### src/rtl/issue_select_rs.sv
// issue_select_rs: age-ordered reservation station that wakes sources and issues the oldest ready uop into the issue FIFO
module issue_select_rs #(
    parameter int RS_DEPTH   = 8,
    parameter int TAG_W      = 6,
    parameter int PAYLOAD_W  = 64,
    parameter int WAKE_PORTS = 2,
    localparam int OW        = $clog2(RS_DEPTH) + 1
) (
    input  logic                        clk,
    input  logic                        rst_n,
    input  logic                        flush,
    input  logic                        disp_valid,
    output logic                        disp_ready,
    input  logic [PAYLOAD_W-1:0]        disp_payload,
    input  logic [TAG_W-1:0]            disp_src1_tag,
    input  logic                        disp_src1_rdy,
    input  logic [TAG_W-1:0]            disp_src2_tag,
    input  logic                        disp_src2_rdy,
    input  logic [WAKE_PORTS-1:0]       wake_valid,
    input  logic [WAKE_PORTS*TAG_W-1:0] wake_tag,
    input  logic                        fifo_full,
    output logic                        issue_valid,
    output logic [PAYLOAD_W-1:0]        issue_payload,
    output logic [OW-1:0]               occupancy,
    output logic                        empty
);
    logic [RS_DEPTH-1:0]  valid, rdy1, rdy2, cand, blocked, sel, free, alloc_oh;
    logic [TAG_W-1:0]     tag1 [RS_DEPTH];
    logic [TAG_W-1:0]     tag2 [RS_DEPTH];
    logic [PAYLOAD_W-1:0] pay  [RS_DEPTH];
    logic [RS_DEPTH-1:0]  age  [RS_DEPTH];
    logic [PAYLOAD_W-1:0] win_pay;
    logic                 alloc;

    function automatic logic hit(input logic [TAG_W-1:0] t);
        hit = 1'b0;
        for (int p = 0; p < WAKE_PORTS; p++)
            hit = hit | (wake_valid[p] && wake_tag[p*TAG_W +: TAG_W] == t);
    endfunction

    assign disp_ready = ~&valid;
    assign alloc      = disp_valid && disp_ready && !flush;
    assign free       = ~valid;
    assign alloc_oh   = free & (-free);
    assign cand       = valid & rdy1 & rdy2;
    assign sel        = cand & ~blocked;
    assign issue_valid   = |cand && !fifo_full && !flush;
    assign issue_payload = issue_valid ? win_pay : '0;
    assign empty      = ~|valid;

    // an entry is blocked when any older entry is also a candidate
    always_comb begin
        blocked = '0;
        for (int i = 0; i < RS_DEPTH; i++)
            for (int j = 0; j < RS_DEPTH; j++)
                blocked[i] = blocked[i] | (cand[j] & age[j][i]);
    end

    always_comb begin
        win_pay   = '0;
        occupancy = '0;
        for (int i = 0; i < RS_DEPTH; i++) begin
            win_pay   = win_pay | (sel[i] ? pay[i] : '0);
            occupancy = occupancy + OW'(valid[i]);
        end
    end

    always_ff @(posedge clk or negedge rst_n) begin
        if (!rst_n) begin
            valid <= '0;
            rdy1  <= '0;
            rdy2  <= '0;
            for (int i = 0; i < RS_DEPTH; i++) begin
                tag1[i] <= '0;
                tag2[i] <= '0;
                pay[i]  <= '0;
                age[i]  <= '0;
            end
        end else if (flush) begin
            valid <= '0;
        end else begin
            for (int i = 0; i < RS_DEPTH; i++) begin
                if (valid[i] && hit(tag1[i])) rdy1[i] <= 1'b1;
                if (valid[i] && hit(tag2[i])) rdy2[i] <= 1'b1;
                if (issue_valid && sel[i]) valid[i] <= 1'b0;
                // the new entry is younger than every currently valid entry
                if (alloc)
                    age[i] <= alloc_oh[i] ? '0 : (age[i] & ~alloc_oh) | (valid[i] ? alloc_oh : '0);
                if (alloc && alloc_oh[i]) begin
                    valid[i] <= 1'b1;
                    rdy1[i]  <= disp_src1_rdy || hit(disp_src1_tag);
                    rdy2[i]  <= disp_src2_rdy || hit(disp_src2_tag);
                    tag1[i]  <= disp_src1_tag;
                    tag2[i]  <= disp_src2_tag;
                    pay[i]   <= disp_payload;
                end
            end
        end
    end
endmodule

### config.mk
export PLATFORM = sky130hd
export DESIGN_NAME = issue_select_rs
export DESIGN_NICKNAME = d
export VERILOG_FILES = /design/src/rtl/issue_select_rs.sv
export SDC_FILE = /design/constraint.sdc
export NUM_CORES = 1
export LEC_CHECK = 0
export CAP_MARGIN = 20
export CORE_MARGIN = 4
export CORE_UTILIZATION = 41
export CTS_CLUSTER_SIZE = 10
export DETAILED_ROUTE_END_ITERATION = 16
export PLACE_DENSITY = 0.68
export SLEW_MARGIN = 30
export SYNTH_ARGS = -nofsm -noshare
export SYNTH_HDL_FRONTEND = slang
export SYNTH_SLANG_ARGS = --single-unit
### constraint.sdc
create_clock -name clk -period 11.3 [get_ports clk]
set_input_delay 2.825 -clock clk [delete_from_list [all_inputs] [get_ports clk]]
set_output_delay 2.825 -clock clk [all_outputs]
set_load 0.005 [all_outputs]
==> impl_metrics.env, run 1 <==
export IMPL_status="complete, no violations"
export IMPL_ir_drop_mv=0.1103
export IMPL_cts_setup_buffers=0
export IMPL_fmax_mhz=113.0
export IMPL_cts_root_buffer_cell="clkbuf_16"
export IMPL_hold_violations=0
export IMPL_crit_required_ps=8480
export IMPL_synth_seq_area_share=0.5345
export IMPL_place_area_um2=35040
export IMPL_end_kind="output port"
export IMPL_yosys_warnings=0
export IMPL_r2r_end="age[2]$_DFFE_PN0P_"
export IMPL_core_region_area_um2=78870
export IMPL_synth_flop_cell="dfrtp_1"
export IMPL_critPathKind="input port to output port"
export IMPL_grt_pass1_wl_mm=147.3
export IMPL_tns_ps=0
export IMPL_period_share=0.7834
export IMPL_rrSetupSlack_ps=7280
export IMPL_nets=3272
export IMPL_routabilityCongestion=0.7970
export IMPL_initial_utilization=0.4131
export IMPL_async_flop_share=1.000
export IMPL_io_buffer_count=167
export IMPL_hold_depth=2
export IMPL_max_stage_delay_ps=800
export IMPL_clkTransAtPathRegs_ps=50
export IMPL_p_leak_nw=17.23
export IMPL_grt_pass1_vias=24163
export IMPL_cts_hold_buffers=0
export IMPL_fillers=7215
export IMPL_die_height_um=289.9
export IMPL_utilization=0.4752
export IMPL_cp_slowest_cell="clkdlybuf4s50_1"
export IMPL_gr_total_overflow=0
export IMPL_synth_edf_count=0
export IMPL_holdWs_ps=471.5
export IMPL_synth_seq_cells=696
export IMPL_cp_start_kind="input port"
export IMPL_fp_dieW_um=289.9
export IMPL_p_per_area_nw_per_um2=158.2
export IMPL_wl_per_cell_um=22.15
export IMPL_worst_pin_slew_ps=1078
export IMPL_cts_resized=0
export IMPL_track_usage=0.2208
export IMPL_clock_path_buffers=3
export IMPL_finalInstanceArea_um2=37480
export IMPL_hp_start="pay[27]$_DFFE_PN0P_"
export IMPL_drt_iter0_drc=1958
export IMPL_antenna_found_initial=3
export IMPL_final_antenna_net_count=0
export IMPL_r2r_start="valid[0]$_DFFE_PN0P_"
export IMPL_numCtsBuffers=83
export IMPL_ys_types=48
export IMPL_cts_tree="yes"
export IMPL_r2r_cells=8
export IMPL_drv_cap=0
export IMPL_syn_inst=3090
export IMPL_crit_chain="clkdlybuf4s50_1 -> a211o_4 -> buf_4 -> clkinv_1 -> clkdlybuf4s50_1"
export IMPL_arrival_ps=6030
export IMPL_h_tree_depth=3
export IMPL_synth_nets=3197
export IMPL_cp_max_fo=39
export IMPL_relSlewSlack=0.2793
export IMPL_die_area_um2=84040
export IMPL_area_delta_synth_final_pct=15.04
export IMPL_fin_worst_skew_ps=12.70
export IMPL_insertion_delay_ps=620
export IMPL_drive_gt1_frac=0.1410
export IMPL_period_minus_slack_ps=8852
export IMPL_grt_max_degree=174
export IMPL_rows=103
export IMPL_drv_slew=0
export IMPL_synth_area_um2=32580
export IMPL_pin_count=168
export IMPL_cts_sinks=696
export IMPL_rsz0062_at_grt="false"
export IMPL_hp_class="flip-flop to flip-flop"
export IMPL_via_per_inst=5.565
export IMPL_syn_avg_cell_area_um2=10.54
export IMPL_setup_viol=0
export IMPL_dp_hpwl_mm=53.53
export IMPL_wl_mm=94.03
export IMPL_cp_common_cell="clkdlybuf4s50_1"
export IMPL_drtPass1Iterations=5
export IMPL_vias=23624
export IMPL_drc_errors=0
export IMPL_hold_path_endpoint="pay[27]$_DFFE_PN0P_"
## cell usage after synthesis, types with 6 or more instances
| cell | number | area share |
|---|---|---|
| nor3_1 | 10 | 0.0015 |
| a22oi_1 | 276 | 0.064 |
| a41oi_2 | 49 | 0.024 |
| buf_4 | 18 | 0.0041 |
| mux2_1 | 87 | 0.030 |
| nand2b_1 | 8 | 0.0015 |
| nand3_1 | 15 | 0.0023 |
| mux2_2 | 217 | 0.075 |
| o21ai_0 | 21 | 0.0032 |
| buf_6 | 13 | 0.0045 |
| a41oi_1 | 16 | 0.0043 |
| mux2i_1 | 6 | 0.0018 |
| nand2_1 | 955 | 0.11 |
| or4_1 | 17 | 0.0039 |
| nor2_1 | 89 | 0.010 |
| and3_1 | 9 | 0.0017 |
| nor2b_1 | 11 | 0.0021 |
| nand4_1 | 36 | 0.0069 |
| inv_1 | 14 | 0.0016 |
| dfrtp_1 | 696 | 0.53 |
| a211oi_1 | 15 | 0.0035 |
| xor2_1 | 72 | 0.019 |
| a21o_1 | 6 | 0.0014 |
| clkbuf_1 | 90 | 0.010 |
| a21oi_1 | 35 | 0.0054 |
| nor4_1 | 11 | 0.0021 |
| buf_1 | 16 | 0.0018 |
| xnor2_1 | 145 | 0.039 |
| ha_1 | 6 | 0.0023 |
| buf_2 | 94 | 0.014 |
## metrics by stage
step | cells | worst slack [ps] | total power [mW]
after CTS | 4240 | 2449 | 5.995
after detailed placement | 4128 | 2454 | 3.532
after floorplan | 3090 | 4778 | 3.279
final | 4245 | 2448 | 5.931
after global placement | 4125 | 2567 | 3.504
after global routing | 4243 | 2265 | 6.205
## flip-flops by register name, indices dropped and copies added, names as in the netlist
register / cells
age: 64
pay: 512
rdy1: 8
rdy2: 8
tag1: 48
tag2: 48
valid: 8
## worst max path at each step
stage | from | endpoint | slack [ps] | cells past startpoint
after floorplan | flush | issue_payload[13] | 4780 | 4
after global placement | flush | issue_valid | 2570 | 5
after detailed placement | flush | issue_valid | 2450 | 5
after CTS | flush | issue_valid | 2450 | 5
after global routing | flush | issue_valid | 2260 | 5
final | flush | issue_valid | 2450 | 5
## cells in the final DEF (no fill, tap or decap), types with 4 or more instances in the layout
| cell type | netlist | layout |
|---|---|---|
| nor2_4 | 0 | 7 |
| clkbuf_8 | 0 | 10 |
| a21oi_1 | 35 | 35 |
| clkbuf_16 | 0 | 84 |
| mux2_1 | 87 | 87 |
| mux2_2 | 217 | 217 |
| nor2_1 | 89 | 83 |
| nor4_1 | 11 | 11 |
| clkdlybuf4s50_1 | 0 | 166 |
| a41oi_2 | 49 | 49 |
| a211oi_1 | 15 | 15 |
| a21o_1 | 6 | 6 |
| nor2b_1 | 11 | 11 |
| nor3_2 | 0 | 4 |
| o21ai_0 | 21 | 21 |
| fa_1 | 4 | 4 |
| nand4_1 | 36 | 36 |
| nand4b_1 | 4 | 4 |
| a41oi_1 | 16 | 16 |
| buf_4 | 18 | 45 |
| clkbuf_1 | 90 | 9 |
| and3_1 | 9 | 9 |
| a22oi_1 | 276 | 276 |
| xor2_1 | 72 | 72 |
| nand3_1 | 15 | 15 |
| ha_1 | 6 | 6 |
| inv_1 | 14 | 14 |
| mux2i_1 | 6 | 6 |
| nor3_1 | 10 | 6 |
| nand2b_1 | 8 | 8 |
| or4_1 | 17 | 16 |
| o21a_1 | 4 | 4 |
| a22o_1 | 4 | 4 |
| dfrtp_1 | 696 | 696 |
| xnor2_1 | 145 | 145 |
| nand2_1 | 955 | 952 |
| a2111oi_4 | 2 | 4 |
| buf_12 | 0 | 4 |
## routing by layer
layer / vias to the layer above / part of all wire / global-route usage
li1: 10682 / - / -
met5: - / 0 / 0
met1: 12062 / 0.45 / 0.3091
met3: 155 / 0.061 / 0.03850
met2: 725 / 0.47 / 0.3572
met4: 0 / 0.026 / 0.05865
## worst max-delay path: cells and delay by family
family                 cells  cell delay (ps)
buffers and inverters      4             2610
AOI/OAI and AO/OA          1              550
## cells by family after synthesis
logic type | synth area share
DFF | 0.5345
muxes | 0.1069
buffers and inverters | 0.03702
xor gates and xnor gates | 0.05833
AOI/OAI and AO/OA | 0.1132
and+or+nand+nor | 0.1453
adders and majority gates | 0.004762
## power by group
part / total, mW / switching, mW / internal (mW)
Combinational: 0.589 / 0.353 / 0.236
Sequential: 2.90 / 0.159 / 2.75
Clock: 2.44 / 1.02 / 1.42
Total: 5.93 / 1.53 / 4.40
## cell type report
class	instances	area, um^2	area share
Tap cell	1050	1314	0.03505
Clock inverter	9	110.1	0.002938
Clock buffer	103	2273	0.06065
Timing Repair Buffer	221	2200	0.05868
Antenna cell	3	7.507	0.0002003
Inverter	15	56.30	0.001502
Sequential cell	696	17420	0.4647
Multi-Input combinational cell	2148	14100	0.3763
(Power assumes the default switching activity.)
==> run 2: changes to the inputs <==
Clock period 11.3 ns to 8.4 ns, I/O delays scaled along.
==> run 2 against run 1 <==
Effect of this change: final area grew 0.17%; global-route usage is essentially flat; clock skew is 15 ps higher; clock power increased by 35%; setup slack got worse by 960 ps; critical endpoint is now issue_payload[2]; cell count rose by 0.16%.
==> impl_metrics.env, run 2 (same netlist as run 1, synthesis figures left out) <==
export IMPL_status="complete, no violations"
export IMPL_cpLargestDelayFamily="buffers and inverters"
export IMPL_wl_met2_mm=44.09
export IMPL_grt_pass1_wl_mm=147.5
export IMPL_hold_violations=0
export IMPL_tns_ps=0
export IMPL_dp_hpwl_mm=53.19
export IMPL_drc_errors=0
export IMPL_via_per_inst=5.618
export IMPL_cp_max_fo=41
export IMPL_area_delta_synth_final_pct=15.24
export IMPL_cp_slowest_cell="a211o_4"
export IMPL_numCtsBuffers=83
export IMPL_finalInstanceArea_um2=37550
export IMPL_hp_class="flip-flop to flip-flop"
export IMPL_nets=3277
export IMPL_clkTransAtPathRegs_ps=50
export IMPL_worst_path_buf_inv=4
export IMPL_drt_iter0_drc=1883
export IMPL_drive_gt1_frac=0.1403
export IMPL_die_height_um=289.9
export IMPL_layout_commonest_cell="nand2_1"
export IMPL_place_area_um2=35050
export IMPL_cts_tree="yes"
export IMPL_io_buffer_count=167
export IMPL_mostFrequentLayoutCells="952 x nand2_1, 696 x dfrtp_1, 276 x a22oi_1"
export IMPL_grt_max_degree=186
export IMPL_r2r_cells=8
export IMPL_period_minus_slack_ps=6916
export IMPL_top_register="pay"
export IMPL_clkPwrFrac=0.412
export IMPL_highest_layer="met5"
export IMPL_routabilityCongestion=0.7969
export IMPL_cts_resized=0
export IMPL_cts_setup_buffers=0
export IMPL_end_kind="output port"
export IMPL_p_per_area_nw_per_um2=213.3
export IMPL_cts_hold_buffers=0
export IMPL_fillers=7203
export IMPL_initial_utilization=0.4131
export IMPL_worst_pin_slew_ps=1082
export IMPL_core_region_area_um2=78870
export IMPL_vias=23887
export IMPL_relSlewSlack=0.2762
export IMPL_grt_pass1_vias=24359
export IMPL_fp_dieW_um=289.9
export IMPL_p_comb_frac=0.099
export IMPL_fmax_mhz=144.6
export IMPL_wl_met1_mm=41.83
export IMPL_switchingPower_mw=2.086
export IMPL_die_area_um2=84040
export IMPL_critPathKind="input port to output port"
export IMPL_hold_depth=2
export IMPL_route_met3_wl_mm=5.766
export IMPL_reg_top3="pay (512), age (64)"
export IMPL_cts_root_buffer_cell="clkbuf_16"
export IMPL_wl_per_cell_um=22.25
export IMPL_cp_depth=6
export IMPL_p_leak_nw=17.25
export IMPL_final_antenna_net_count=0
export IMPL_power_mw=8.008
export IMPL_clock_path_buffers=3
export IMPL_wl_mm=94.59
export IMPL_cts_sinks=696
export IMPL_antenna_found_initial=3
export IMPL_seq_power_share=0.489
export IMPL_max_stage_delay_ps=710
export IMPL_track_usage=0.2212
export IMPL_insertion_delay_ps=630
export IMPL_crit_required_ps=6300
export IMPL_dpl_cell_count=4132
export IMPL_rows=103
export IMPL_rsz0062_at_grt="false"
export IMPL_period_share=0.8234
export IMPL_switching_share=0.2605
export IMPL_fin_worst_skew_ps=27.97
export IMPL_drtPass1Iterations=5
export IMPL_gr_total_overflow=0
export IMPL_h_tree_depth=3
export IMPL_arrival_ps=4820
export IMPL_setup_viol=0
export IMPL_largest_reg_flops=512
export IMPL_final_cells=4252
export IMPL_crit_chain="clkdlybuf4s50_1 -> buf_4 -> a211o_4 -> buf_4 -> a41oi_1 -> clkdlybuf4s50_1"
export IMPL_pin_count=168
export IMPL_ir_drop_mv=0.1366
export IMPL_p_int_mw=5.922
export IMPL_drv_slew=0
export IMPL_cp_start_kind="input port"
export IMPL_drv_cap=0
## run 2: cell count changes in the layout (fill, tap and decap cells not counted), sizes merged
cell      previous run  this run
clkinvlp             1         0
bufinv               1         3
diode                3         1
clkbuf             103       104
inv                 18        16
buf                 55        60
clkinv               4         8
## run 2: area by class of cell
cell class | count | area [um^2] | share of cell area
Multi-Input combinational cell | 2148 | 14100 | 0.3757
Inverter | 15 | 56.30 | 0.001500
Sequential cell | 696 | 17420 | 0.4639
Tap cell | 1050 | 1314 | 0.03499
Clock inverter | 12 | 224.0 | 0.005965
Antenna cell | 1 | 2.502 | 0.00006665
Clock buffer | 104 | 2176 | 0.05795
Timing Repair Buffer | 226 | 2253 | 0.06002
## run 2: worst min-delay path, stage by stage, from the launching register on
cell and delay [ps]:
dfrtp_1 340, nand2_1 50, nand2_1 50
## run 2: worst paths after layout
kind                                      startpoint              endpoint  slack (ps)
worst min-delay path            pay[381]$_DFFE_PN0P_  pay[381]$_DFFE_PN0P_         470
worst max-delay path                           flush      issue_payload[2]        1480
min in group asynchronous                      rst_n  pay[329]$_DFFE_PN0P_        1460
max in group asynchronous                      rst_n  pay[315]$_DFFE_PN0P_        5130
worst max register to register  valid[0]$_DFFE_PN0P_    age[2]$_DFFE_PN0P_        4410
worst min register to register  pay[381]$_DFFE_PN0P_  pay[381]$_DFFE_PN0P_         470
## run 2: power by group through the flow
stage               clock network, mW  registers, mW  logic, mW
floorplan                           0           3.91      0.504
global placement                    0           3.95      0.768
detailed placement                  0           3.96      0.791
CTS                              3.38           3.91      0.796
global route                     3.51           3.95      0.900
finish                           3.30           3.91      0.792
## run 2: stage by stage
| step | hold slack [ps] | util | setup slack (ps) |
|---|---|---|---|
| 2_1_floorplan | 443.5 | - | 3328 |
| 3_3_place_gp | 458.3 | 0.4443 | 1569 |
| 3_5_place_dp | 463.0 | 0.4445 | 1535 |
| 4_1_cts | 476.9 | 0.4749 | 1521 |
| 5_1_grt | 484.8 | 0.4760 | 1390 |
| 6_report | 474.2 | 0.4761 | 1484 |
## run 2: metal layers
| layer | track usage | vias to the layer above |
|---|---|---|
| li1 | - | 10717 |
| met1 | 0.3080 | 12177 |
| met2 | 0.3523 | 805 |
| met3 | 0.03957 | 184 |
| met4 | 0.07305 | 4 |
| met5 | 0 | - |
